File: src/rtl/pipe_fetch_stage.sv
// Instruction-fetch stage: owns the PC, drives the instruction-memory read port
// and fills the IF/ID register, stopping for good on a halt or a misaligned target.
module pipe_fetch_stage #(
   parameter logic [31:0] RESET_VECTOR = 32'hBFC00000,
   parameter logic [31:0] HALT_ADDR    = 32'h00000000
) (
   input  logic        clk,
   input  logic        reset,
   input  logic        waitrequest,
   input  logic        stall,
   input  logic        branch_taken,
   input  logic [31:0] branch_target,
   input  logic [31:0] instr_readdata,
   output logic        instr_read,
   output logic [31:0] instr_address,
   output logic [31:0] IF_ID_Instruction,
   output logic        IF_ID_valid,
   output logic [31:0] IF_ID_PC,
   output logic [31:0] IF_ID_PCPlus8,
   output logic        active,
   output logic        fetch_fault
);

   typedef enum logic [1:0] {
      RUN    = 2'd0,
      HALTED = 2'd1,
      FAULT  = 2'd2
   } state_t;

   state_t      state;
   state_t      state_next;
   logic [31:0] pc;
   logic        running;
   logic        at_halt;
   logic        misaligned;
   logic        go;
   logic        adv;

   // go: the pipeline is allowed to move this cycle; adv: it also fetches a word
   assign running    = (state == RUN);
   assign at_halt    = (pc == HALT_ADDR);
   assign misaligned = (pc[1:0] != 2'b00);
   assign go         = running && !waitrequest && !stall;
   assign adv        = go && !at_halt && !misaligned;

   assign instr_address = pc;
   assign instr_read    = running && !at_halt && !misaligned && !stall;
   assign active        = running;

   always_ff @(posedge clk or posedge reset) begin
      if (reset) begin
         state <= RUN;
      end else begin
         state <= state_next;
      end
   end

   always_comb begin
      state_next = state;
      if (go && at_halt) begin
         state_next = HALTED;
      end else if (go && misaligned) begin
         state_next = FAULT;
      end
   end

   // The redirect applies to the fetch after this one, so the word read now is the delay slot
   always_ff @(posedge clk or posedge reset) begin
      if (reset) begin
         pc                <= RESET_VECTOR;
         IF_ID_Instruction <= 32'h0;
         IF_ID_valid       <= 1'b0;
         IF_ID_PC          <= 32'h0;
         IF_ID_PCPlus8     <= 32'h0;
         fetch_fault       <= 1'b0;
      end else if (adv) begin
         IF_ID_Instruction <= instr_readdata;
         IF_ID_valid       <= 1'b1;
         IF_ID_PC          <= pc;
         IF_ID_PCPlus8     <= pc + 32'd8;
         pc                <= branch_taken ? branch_target : pc + 32'd4;
      end else if (go) begin
         IF_ID_valid <= 1'b0;
         if (!at_halt) begin
            fetch_fault <= 1'b1;
         end
      end
   end

endmodule

File: config.mk
export PLATFORM = sky130hd
export DESIGN_NAME = pipe_fetch_stage
export DESIGN_NICKNAME = d
export VERILOG_FILES = /design/src/rtl/pipe_fetch_stage.sv
export SDC_FILE = /design/constraint.sdc
export NUM_CORES = 1
export LEC_CHECK = 0
export ABC_AREA = 1
export BUFFER_PORTS_ARGS = -buffer_cell sky130_fd_sc_hd__buf_2
export CAP_MARGIN = 25
export CELL_PAD_IN_SITES_DETAIL_PLACEMENT = 1
export CELL_PAD_IN_SITES_GLOBAL_PLACEMENT = 1
export CORE_ASPECT_RATIO = 0.5
export CORE_MARGIN = 10
export CORE_UTILIZATION = 37
export DETAILED_ROUTE_END_ITERATION = 10
export HOLD_SLACK_MARGIN = 0.12
export PLACE_DENSITY = 0.83
export SYNTH_ARGS = -nofsm -noshare
export SYNTH_HDL_FRONTEND = slang
export SYNTH_SLANG_ARGS = --single-unit
File: constraint.sdc
create_clock -name clk -period 4.9 [get_ports clk]
set_input_delay 0.98 -clock clk [delete_from_list [all_inputs] [get_ports clk]]
set_output_delay 0.98 -clock clk [all_outputs]
set_load 0.05 [all_outputs]
== Word level (Yosys, flattened, before mapping) ==
Index checks and enable logic that the tools add are counted.

* Register bits after elaboration: 132
* Input port bits: 69
* Output and inout bits: 132
* Word-level logic and storage cells: 35

* Add/sub/neg operators: 2
* Multiplexer cells: 5
* Bitwise gates (word level): 2
* Reductions and logical operators: 19

{| class="wikitable"
|+ Operator list
! operator !! number
|-
| 32-bit by 3-bit adder with 32-bit output (second input constant) || 1
|-
| 32-bit by 4-bit adder with 32-bit output (second input constant) || 1
|-
| 32-bit zero test || 1
|-
| 32-bit 2-to-1 mux || 1
|-
| 1-bit logical AND || 9
|-
| 2-bit nonzero test || 3
|-
| 1-bit zero test || 4
|-
| 2-bit 2-to-1 mux || 2
|-
| 3-bit AND reduction || 1
|-
| 2-bit zero test || 1
|-
| 1-bit 2-to-1 mux || 2
|-
| 1-bit inverter || 2
|}

== Logic depth before layout (Yosys ltp) ==
Gate-level depths: netlist (run 1).

* Depth after elaboration: 7
* Depth in mapped cells: 13
* Gate-level depth less buffers: 11

== Worst setup path before layout (run 1) ==
OpenSTA, ideal clock, no wires.

* Kind: reg2out
* Start point: register pc[2] (netlist: instr_address[2])
* End point: output port instr_read
* Data arrival time: 2110 ps
* Required time: 3920 ps
* Slack: 1810 ps
* Stages on the path, launching flop included: 10
* Path buffers: 0
* Path through: dfrtp_1 inv_1 ha_1 inv_1 nor2_1 nand2_1 nor2_1 nand2_2 nand3_1 nor2_1

* Longest elaborated chain between the ends: 5

{| class="wikitable"
|+ RTL lines
! item !! RTL line !! text
|-
| start: declaration || 32 || <nowiki>logic [31:0] pc;</nowiki>
|-
| start signal: assignment || 81 || <nowiki>pc <= branch_taken ? branch_target : pc + 32'd4;</nowiki>
|-
| 32-bit zero test || 41 || <nowiki>assign at_halt = (pc == HALT_ADDR);</nowiki>
|-
| 1-bit zero test || n/a ||
|-
| 1-bit logical AND (3 in a row) || 47 || <nowiki>assign instr_read = running && !at_halt && !misaligned && !stall;</nowiki>
|-
| end: declaration || 14 || <nowiki>output logic instr_read,</nowiki>
|}

Every way passes these cells.

== Worst setup path after layout (run 1) ==
Same ends and word-level chain as after synthesis.

==> run_results.csv, run 1 <==
group,metric,value,unit
setup_path,max_stage_delay,0.49,ns
route,drt_iter0_drc,354,
synthesis,ys_seq_area_share,49.38,%
setup_path,r2r_slack,1.86,ns
setup_path,cp.required,3.92,ns
synthesis,avgSynthCellArea,7.489,µm²
setup_path,cp_max_fo,9,
setup_path,worstSetupPathDepth,10,
grt,grt_max_degree,91,
route,ant_nets,0,
placed_design,post_dp_cell_area,7621,µm²
clock_network,clk_latency,0.42,ns
setup_path,cp-startpoint,"instr_address[2]",
clock_network,cts.sinks,129,
power,pwr-share-comb,3.0,%
synthesis,syn_area,6560,µm²
power,p_int,2.011,mW
clock_network,ctsResizeCount,0,
layout,drive_above_1_share,24.61,%
power,p_sw,552.0,µW
sta,worst_slew_pin_slew,0.9359,ns
power,power.share.clock,55.4,%
hold_path,hold_path.class,"reg -> reg",
placed_design,place_congestion,0.8814,
sta,skew,0.01417,ns
power,vdd_ir_drop_max,0.0002169,V
synthesis,ys_types,27,
setup_path,worst_path_most_repeated_cell,"nor2_1",
route,drc,0,
sta,slew_headroom,37.60,%
floorplan,die_area,23780,µm²
synthesis,synthCells,876,
route,vias,6388,
route,vias_per_cell,4.873,
layout,fin_area,8274,µm²
setup_path,crit_chain,"inv_1 -> ha_1 -> inv_1 -> nor2_1 -> nand2_1 -> nor2_1 -> nand2_2 -> nand3_1 -> nor2_1 -> buf_2",
clock_network,cts_buffer_depth,2,
sta,slew_viol_final,0,
setup_path,reg2reg_depth,10,
clock_network,root_buffer,"clkbuf_16",
sta,min_period,3.214,ns
route,routed_wl,23450,µm
grt,grt_pass1_wl,37620,µm
setup_path,r2r-start,"instr_address[2]",
setup_path,worstSetupEndpointType,"primary output",
clock_network,hold_buffers,0,
floorplan,die_h,114.2,µm
grt,grtUsageTotal,19.61,%
clock_network,path_clk_slew,0.06,ns
setup_path,critPathBufInv,3,
power,leakagePower,4.588,nW
placed_design,io_buffers,200,
sta,hold_violations,0,
floorplan,start_util,37.70,%
grt,grt_pass1_vias,6844,
sta,fin_tns_setup,0,ns
power,power.share.sequential,41.6,%
synthesis,ys_ff_latch,129,
layout,nNetsFinal,1136,
synthesis,synth.yosys.warnings,0,
job,drv_cap,0,
synthesis,postSynthNetCount,948,
floorplan,die_x,208.3,µm
placed_design,dp_hpwl,17650,µm
clock_network,cts_tree,"built",
floorplan,fp.coreArea,17400,µm²
sta,period_share,65.59,%
status,outcome,"complete, no violations",
sta,setup_violations,0,
route,wl_per_cell,17.89,µm
floorplan,pin_count,201,
floorplan,rows,34,
power,pwr_density_cell,309.8,nW/µm²
setup_path,endpoint,"instr_read",
sta,rsz0062_at_grt,"no",
grt,grt_antenna_before_repair,0,
clock_network,cts_setup_buffers,0,
route,dr.pass1.iters,7,
power,switching_share,21.53,%
layout,diodes,0,
grt,grt.overflow.total,0,
setup_path,path_class,"reg -> out",
setup_path,crit_family,"simple AND/OR/NAND/NOR gates",
clock_network,numCtsBuffers,17,
setup_path,worstPathArrival,2.23,ns
layout,area_growth,26.13,%
setup_path,start_kind,"register",
clock_network,h-tree-depth,4,
setup_path,timing.rr.end,"IF_ID_PC[17]",
setup_path,critPathSlowestCell,"dfrtp_1",
sta,max_freq,311.2,MHz
==> sequential cells by signal, summed over array words and instances, names as in the netlist <==
signal             count
IF_ID_Instruction     32
IF_ID_PC              32
instr_address         32
IF_ID_PCPlus8         29
state                  2
IF_ID_valid            1
fetch_fault            1
==> cell families (layout without fill, tap and decap cells) <==
family | count (synthesis) | count (layout) | share of synthesized area (%)
and+or+nand+nor | 543 | 543 | 32.39
DFF | 129 | 129 | 49.38
buffers and inverters | 94 | 295 | 7.801
AOI/OAI and AO/OA | 79 | 79 | 6.103
xor gates and xnor gates | 27 | 27 | 3.605
adders and majority gates | 3 | 3 | 0.5723
muxes | 1 | 1 | 0.1526
==> layout make-up <==
class / count / area (µm²)
sequential: 129 / 3239
multi-input combinational: 653 / 2816
tap: 234 / 292.8
timing repair buffer: 205 / 1051
clock inverter: 13 / 210.2
clock buffer: 19 / 442.9
fill: 2259 / 9125
inverter: 58 / 221.5
==> power groups by stage <==
stage          sequential (mW)  combinational (mW)  clock [mW]
2_1_floorplan             1.08              0.0348           0
3_3_place_gp              1.08              0.0772           0
3_5_place_dp              1.08              0.0788           0
4_1_cts                   1.07              0.0795        1.45
5_1_grt                   1.06              0.0879        1.50
6_report                  1.07              0.0771        1.42
==> tightest hold or removal path, cell delays in order, from the launching register on <==
cell and delay, ns:
dfrtp_1 0.34, inv_1 0.04, nand2_1 0.05
==> cells in the mapped netlist <==
| library cell | n | area [µm²] |
|---|---|---|
| nand3_1 | 49 | 245.2 |
| mux2i_1 | 1 | 10.01 |
| buf_8 | 1 | 15.01 |
| nor3_1 | 1 | 5.000 |
| clkinv_2 | 1 | 5.000 |
| nor2_4 | 1 | 11.26 |
| o21ai_1 | 28 | 140.1 |
| xor2_1 | 26 | 227.7 |
| dfrtp_1 | 120 | 3003 |
| inv_1 | 45 | 168.9 |
| inv_2 | 11 | 41.29 |
| buf_4 | 9 | 67.56 |
| xnor2_1 | 1 | 8.760 |
| nand3_2 | 1 | 10.01 |
| a31oi_1 | 1 | 6.260 |
| a31o_2 | 1 | 8.760 |
| o21ai_0 | 49 | 245.2 |
| nand2_1 | 406 | 1524 |
| nor2_1 | 81 | 304.0 |
| clkinv_1 | 1 | 3.750 |
| nand2_2 | 1 | 6.260 |
| ha_1 | 3 | 37.54 |
| nor2_2 | 3 | 18.77 |
| clkbuf_1 | 6 | 22.52 |
| dfstp_2 | 9 | 236.5 |
| buf_2 | 6 | 30.03 |
| buf_6 | 14 | 157.7 |
==> stage by stage <==
step	instances	hold WS, ns	setup WS [ns]	util, %	total power, mW
after detailed placement	1279	0.4495	1.821	43.80	1.164
after global placement	1279	0.4447	1.946	43.80	1.162
after global routing	1311	0.4896	1.528	47.56	2.652
after floorplan	876	0.4347	0.4939	-	1.120
after CTS	1311	0.4658	1.676	47.56	2.593
final	1311	0.4627	1.686	47.56	2.563
==> layer usage <==
layer  up-vias  wire [µm]  global-route usage (%)
li1       3091          -                       -
met1      3105      10370                   24.52
met2       168      11100                   32.58
met3        24       1605                   5.338
met4         0        379                   6.046
met5         -          0                       0
==> how the worst min path moves through the flow <==
stage | from | endpoint | cells after the start
after detailed placement | fetch_fault | fetch_fault | 2
final | fetch_fault | fetch_fault | 2
after floorplan | state[1] | state[1] | 2
after global placement | fetch_fault | fetch_fault | 2
after CTS | fetch_fault | fetch_fault | 2
after global routing | fetch_fault | fetch_fault | 2
==> cell usage in the layout, fill, tap and decap left out <==
cell,count
clkbuf_16,17
xnor2_1,1
nand2_2,1
nand3_1,49
clkinvlp_4,2
mux2i_1,1
nor2_4,1
nand2_1,406
bufinv_16,5
buf_4,4
clkinv_4,4
nand3_4,1
inv_4,1
a31o_2,1
clkinv_2,3
o21ai_1,28
nor2_2,3
inv_1,44
clkbuf_8,1
dfstp_2,9
clkbuf_1,1
xor2_1,26
buf_12,1
nor2_1,81
inv_2,11
clkinv_1,1
nor3_1,1
a31oi_1,1
buf_2,200
ha_1,3
dfrtp_1,120
o21ai_0,49
No activity file was read; power rests on OpenSTA's default activity.
==> run 2, diff against run 1 <==
- ABC_AREA: 1 -> 0
- CORE_UTILIZATION: 37 -> 38
- clock period: 4.9 -> 3.35 ns (I/O delays scaled with it)
==> run 2 against run 1 <==
Area after synthesis is 2.6% lower. Combinational power increased to 65 times the previous value. Register-to-register slack got worse by 1.3 ns. Clock skew fell by 0.00079 ns. Synthesized cell count shrank 17%. Sequential share of layout area rose by 0.69 points. Clock-buffer cell count decreased by 2. Non-clock buffer count is 15 higher. Global-route usage increased by 0.63 points. Sequential power rose to 2.8 times the previous value. First-iteration DRC count increased by 30%.
==> run_results.csv, run 2 <==
group,metric,value,unit
sta,worst_slew_pin_slew,0.9773,ns
setup_path,worstSetupEndpointType,"primary output",
synthesis,syn_area,6390,µm²
clock_network,cts_setup_buffers,0,
sta,fin_tns_setup,0,ns
sta,setup_violations,0,
clock_network,numCtsBuffers,17,
grt,grt_pass1_wl,37070,µm
grt,grt_max_degree,138,
layout,seqCellArea,3239,µm²
power,vdd_ir_drop_max,0.0004931,V
clock_network,cts.sinks,129,
status,outcome,"complete, no violations",
clock_network,hold_buffers,0,
setup_path,worstPathArrival,2.41,ns
route,dr.pass1.iters,5,
power,power.share.sequential,29.9,%
layout,final_cell_mix,"229 x nand2_1, 200 x buf_2, 120 x dfrtp_1",
sta,skew,0.01338,ns
sta,min_period,3.080,ns
synthesis,synth_top_area_share,46.99,%
layout,multi_input_area,2783,µm²
setup_path,path_class,"reg -> out",
layout,area_growth,27.26,%
synthesis,synth_fa_ha_area_share,0.5874,%
synthesis,synthFlopType,"dfrtp_1",
sta,max_freq,324.7,MHz
sta,rsz0062_at_grt,"no",
layout,nNetsFinal,971,
route,routed_wl,23090,µm
power,switching_share,53.71,%
power,pwr_density_cell,1221,nW/µm²
power,leakagePower,3.976,nW
synthesis,avgSynthCellArea,8.826,µm²
layout,final_cell_count_no_fill,1142,
setup_path,reg2reg_depth,7,
clock_network,clk_latency,0.43,ns
synthesis,synth.yosys.warnings,0,
grt,grt_pass1_vias,6513,
placed_design,io_buffers,200,
floorplan,start_util,38.88,%
clock_network,path_clk_slew,0.07,ns
route,wl_per_cell,20.22,µm
floorplan,die_area,22720,µm²
synthesis,ys_types,59,
placed_design,dp.cells,1107,
route,drc,0,
synthesis,synth_area_leader_cell,"dfrtp_1",
synthesis,synth_top_family_by_area,"simple AND/OR/NAND/NOR gates",
synthesis,ys_async_sr_fraction,100.0,%
grt,grtUsageTotal,20.25,%
setup_path,r2r_slack,0.59,ns
route,vias,6047,
route,vias_per_cell,5.295,
power,pwr-share-comb,50.3,%
clock_network,cts_tree,"built",
synthesis,postSynthNetCount,796,
sta,period_share,91.95,%
synthesis,synth_compound_area_share,12.34,%
grt,grt_antenna_before_repair,4,
synthesis,ys_seq_area_share,50.70,%
synthesis,synth.most_common_cell,"nand2_1",
layout,fill_cells,2010,
power,p_sw,5.333,mW
floorplan,rows,33,
clock_network,h-tree-depth,4,
floorplan,die_h,111.7,µm
synthesis,synthCells,724,
synthesis,yosys-top-cells-area,"dfrtp_1 47%, nand2_1 13%, o21ai_0 4.5%, dfstp_2 3.7%, buf_4 2.9%",
synthesis,ys_ff_latch,129,
floorplan,pin_count,201,
floorplan,die_x,203.4,µm
clock_network,ctsResizeCount,0,
setup_path,cp.required,2.68,ns
setup_path,start_kind,"register",
grt,grt.overflow.total,0,
setup_path,r2r-start,"instr_address[3]",
synthesis,netlist_top_cells_count,"229 x nand2_1, 120 x dfrtp_1, 58 x o21ai_0, 33 x a21oi_1, 27 x nor2_1",
setup_path,timing.rr.end,"instr_address[26]",
synthesis,synthMuxAreaShare,0.4699,%
sta,slew_viol_final,0,
sta,slew_headroom,34.85,%
setup_path,cp_max_fo,8,
placed_design,dp_hpwl,16100,µm
route,drt_iter0_drc,459,
synthesis,synth-simple-area-share,26.10,%
synthesis,synth_edf_count,0,
layout,drive_above_1_share,30.70,%
clock_network,root_buffer,"clkbuf_16",
floorplan,fp.coreArea,16430,µm²
synthesis,synth-xor-area-share,3.701,%
power,p_int,4.596,mW
clock_network,cts_buffer_depth,2,
sta,hold_violations,0,
route,ant_nets,0,
placed_design,place_congestion,0.8507,
layout,final_common_cell,"nand2_1",
job,drv_cap,0,
hold_path,hold_path.class,"in -> async",
power,power.share.clock,19.7,%
run 2: per-layer routing:
| metal | wire, µm | part of all wire [%] | vias to the layer above | GRT usage [%] |
|---|---|---|---|---|
| met5 | 11 | 0.048 | - | 0 |
| met4 | 439 | 1.9 | 2 | 6.423 |
| met3 | 1394 | 6.0 | 37 | 5.150 |
| met2 | 11380 | 49 | 180 | 33.64 |
| met1 | 9864 | 43 | 3013 | 25.32 |
| li1 | - | - | 2815 | - |
run 2: logic make-up after synthesis:
kind of cell / count (synthesis)
compound gates: 130
xor+xnor: 27
fa+ha+maj: 3
buf+inv: 72
flops: 129
mux: 3
simple gates: 360
run 2: stage by stage:
stage	hold slack (ns)	power [mW]	util, %	instance area (µm²)	worst slack (ns)
final	0.4223	9.928	49.48	8132	0.2698
after detailed placement	0.4573	8.003	45.74	7516	0.6963
after global routing	0.4260	10.46	49.45	8127	0.1281
after floorplan	0.4637	6.625	-	6400	0.05948
after CTS	0.4236	10.00	49.44	8124	0.2509
after global placement	0.4461	7.855	45.74	7516	0.8163
run 2: worst max path at each step:
stage | start | to | slack, ns | cells past startpoint
finish | instr_address[3] | instr_read | 0.27 | 7
global route | instr_address[3] | instr_read | 0.13 | 7
CTS | instr_address[3] | instr_read | 0.25 | 7
detailed placement | instr_address[3] | instr_address[15] | 0.70 | 7
global placement | instr_address[3] | instr_address[15] | 0.82 | 7
floorplan | instr_address[2] | instr_read | 0.06 | 7
run 2: power groups by stage:
stage / Sequential (mW) / Combinational, mW / Clock, mW
6_report: 2.97 / 5.00 / 1.96
5_1_grt: 3.09 / 5.31 / 2.06
4_1_cts: 2.97 / 5.05 / 1.98
3_5_place_dp: 2.98 / 5.02 / 0
3_3_place_gp: 2.93 / 4.93 / 0
2_1_floorplan: 5.20 / 1.42 / 0
run 2: worst max-delay path, cell delays in order, from the launching register on:
cell and delay [ns]:
dfrtp_1 0.52, inv_1 0.11, ha_1 0.21, nor3b_1 0.15
nand4_1 0.29, nor2_1 0.12, nor4bb_2 0.27, buf_2 0.31
run 2: area by class of cell:
class / instances / area share, %
tap: 227 / 3.493
timing repair buffer: 220 / 14.46
multi-input combinational: 523 / 34.22
sequential: 129 / 39.84
clock buffer: 17 / 5.232
inverter: 8 / 0.4154
antenna: 3 / 0.09232
clock inverter: 15 / 2.246
==> run 3, diff against run 2 <==
- CORE_MARGIN: 10 -> 3
- SLEW_MARGIN: unset -> 20
==> run 3 against run 2 <==
Register-to-register slack gained 0.09 ns. Via count up 0.50%. Design area about the same. Global-route usage up 4.5 points. Setup slack worse by 0.10 ns. Critical path depth did not move. Sequential power increased by 2%.
==> run_results.csv, run 3 (synthesized netlist as in run 2, its figures left out) <==
group,metric,value,unit
setup_path,path_class,"reg -> out",
layout,drive_above_1_share,30.55,%
floorplan,pin_count,201,
grt,grt_max_degree,89,
setup_path,critPathBufInv,2,
power,p_int,4.653,mW
sta,period_share,95.06,%
sta,worst_slew_pin_slew,0.9421,ns
clock_network,numCtsBuffers,17,
sta,slew_viol_final,0,
power,pwr_density_cell,1226,nW/µm²
setup_path,cp.required,2.68,ns
grt,grtUsageTotal,24.75,%
setup_path,worstPathArrival,2.51,ns
sta,fin_tns_setup,0,ns
clock_network,clk_latency,0.43,ns
sta,max_freq,314.0,MHz
route,drc,0,
job,drv_cap,0,
floorplan,die_area,18500,µm²
sta,slew_headroom,36.71,%
grt,grt_pass1_wl,36080,µm
clock_network,cts_buffer_depth,2,
power,power.share.sequential,30.3,%
sta,skew,0.01451,ns
clock_network,cts_setup_buffers,0,
clock_network,cts.sinks,129,
clock_network,path_clk_slew,0.06,ns
grt,grt_antenna_before_repair,0,
power,switching_share,53.31,%
power,vdd_ir_drop_max,0.0005938,V
clock_network,ctsResizeCount,0,
placed_design,io_buffers,200,
route,vias_per_cell,5.373,
layout,final_cell_mix,"229 x nand2_1, 200 x buf_2, 120 x dfrtp_1",
route,ant_nets,0,
route,vias,6077,
floorplan,rows,32,
floorplan,fp.coreArea,15940,µm²
clock_network,hold_buffers,0,
grt,grt_pass1_vias,6473,
hold_path,hold_path.class,"in -> async",
power,p_sw,5.312,mW
power,leakagePower,3.973,nW
power,power.share.clock,19.9,%
sta,rsz0062_at_grt,"no",
setup_path,max_stage_delay,0.51,ns
sta,setup_violations,0,
setup_path,crit_chain,"inv_1 -> ha_1 -> nor3b_1 -> nand4_1 -> nor2_1 -> nor4bb_2 -> buf_2",
status,outcome,"complete, no violations",
setup_path,critPathSlowestCell,"dfrtp_1",
placed_design,place_congestion,0.9267,
layout,area_growth,27.20,%
sta,min_period,3.185,ns
layout,nNetsFinal,970,
floorplan,start_util,40.10,%
placed_design,dp_hpwl,15430,µm
setup_path,cp_max_fo,8,
layout,final_common_cell,"nand2_1",
route,routed_wl,22350,µm
floorplan,die_h,97.70,µm
clock_network,h-tree-depth,4,
setup_path,start_kind,"register",
clock_network,cts_tree,"built",
route,drt_iter0_drc,300,
layout,final_core_utilization,51.01,%
sta,hold_violations,0,
clock_network,root_buffer,"clkbuf_16",
grt,grt.overflow.total,0,
setup_path,worstSetupEndpointType,"primary output",
power,pwr-share-comb,49.7,%
layout,diodes,0,
setup_path,crit_family,"simple AND/OR/NAND/NOR gates",
route,wl_per_cell,19.76,µm
floorplan,die_x,189.4,µm
route,dr.pass1.iters,5,
run 3: changes by cell type in the layout (fill, tap and decap cells not counted):
cell,change
buf_12,+1
buf_4,-2
bufinv_16,+1
clkinv_2,+1
clkinv_4,-3
clkinvlp_4,+2
diode_2,-3
inv_6,-2
run 3: through the flow:
| stage | area [µm²] | power, mW | setup WS (ns) | hold slack, ns | std cells |
|---|---|---|---|---|---|
| 4_1_cts | 8128 | 10.02 | 0.1720 | 0.2876 | 1131 |
| 5_1_grt | 8128 | 10.47 | 0.08337 | 0.3191 | 1131 |
| 3_3_place_gp | 7513 | 7.842 | 0.7379 | 0.4525 | 1100 |
| 2_1_floorplan | 6400 | 6.625 | 0.05948 | 0.4637 | 724 |
| 6_report | 8128 | 9.965 | 0.1654 | 0.2882 | 1131 |
| 3_5_place_dp | 7513 | 7.975 | 0.6892 | 0.4541 | 1100 |
run 3: area by class of cell:
cell class              count  area (µm²)
multi-input cells         523        2783
repair buffers            219        1181
flip-flops and latches    129        3239
well taps                 221       276.5
inverters                   8       33.78
clock buffers              17       425.4
fillers                  1957        7807
clock inverters            14       188.9
run 3: final timing paths:
check	start	endpoint	slack [ns]	depth (start not counted)
max in group asynchronous	reset	instr_address[28]	2.28	3
max reg2reg	instr_address[4]	IF_ID_PCPlus8[27]	0.68	6
min reg2reg	IF_ID_PC[19]	IF_ID_PC[19]	0.47	2
min	reset	instr_address[20]	0.29	2
min in group clk	instr_readdata[20]	IF_ID_Instruction[20]	0.43	3
max	instr_address[3]	instr_read	0.17	7
run 3: metal layers:
layer,track usage (%),up-vias,routed length (µm),share of wire (%)
li1,-,2806,-,-
met1,31.55,3035,9837,44
met2,41.72,193,10860,49
met3,5.982,43,1195,5.3
met4,7.719,0,454,2.0
met5,0,-,0,0
run 3: power by group through the flow:
stage | clock network, mW | logic (mW) | registers (mW)
3_3_place_gp | 0 | 4.87 | 2.97
2_1_floorplan | 0 | 1.42 | 5.20
4_1_cts | 2.01 | 4.99 | 3.01
3_5_place_dp | 0 | 4.96 | 3.01
6_report | 1.99 | 4.96 | 3.02
5_1_grt | 2.10 | 5.24 | 3.13
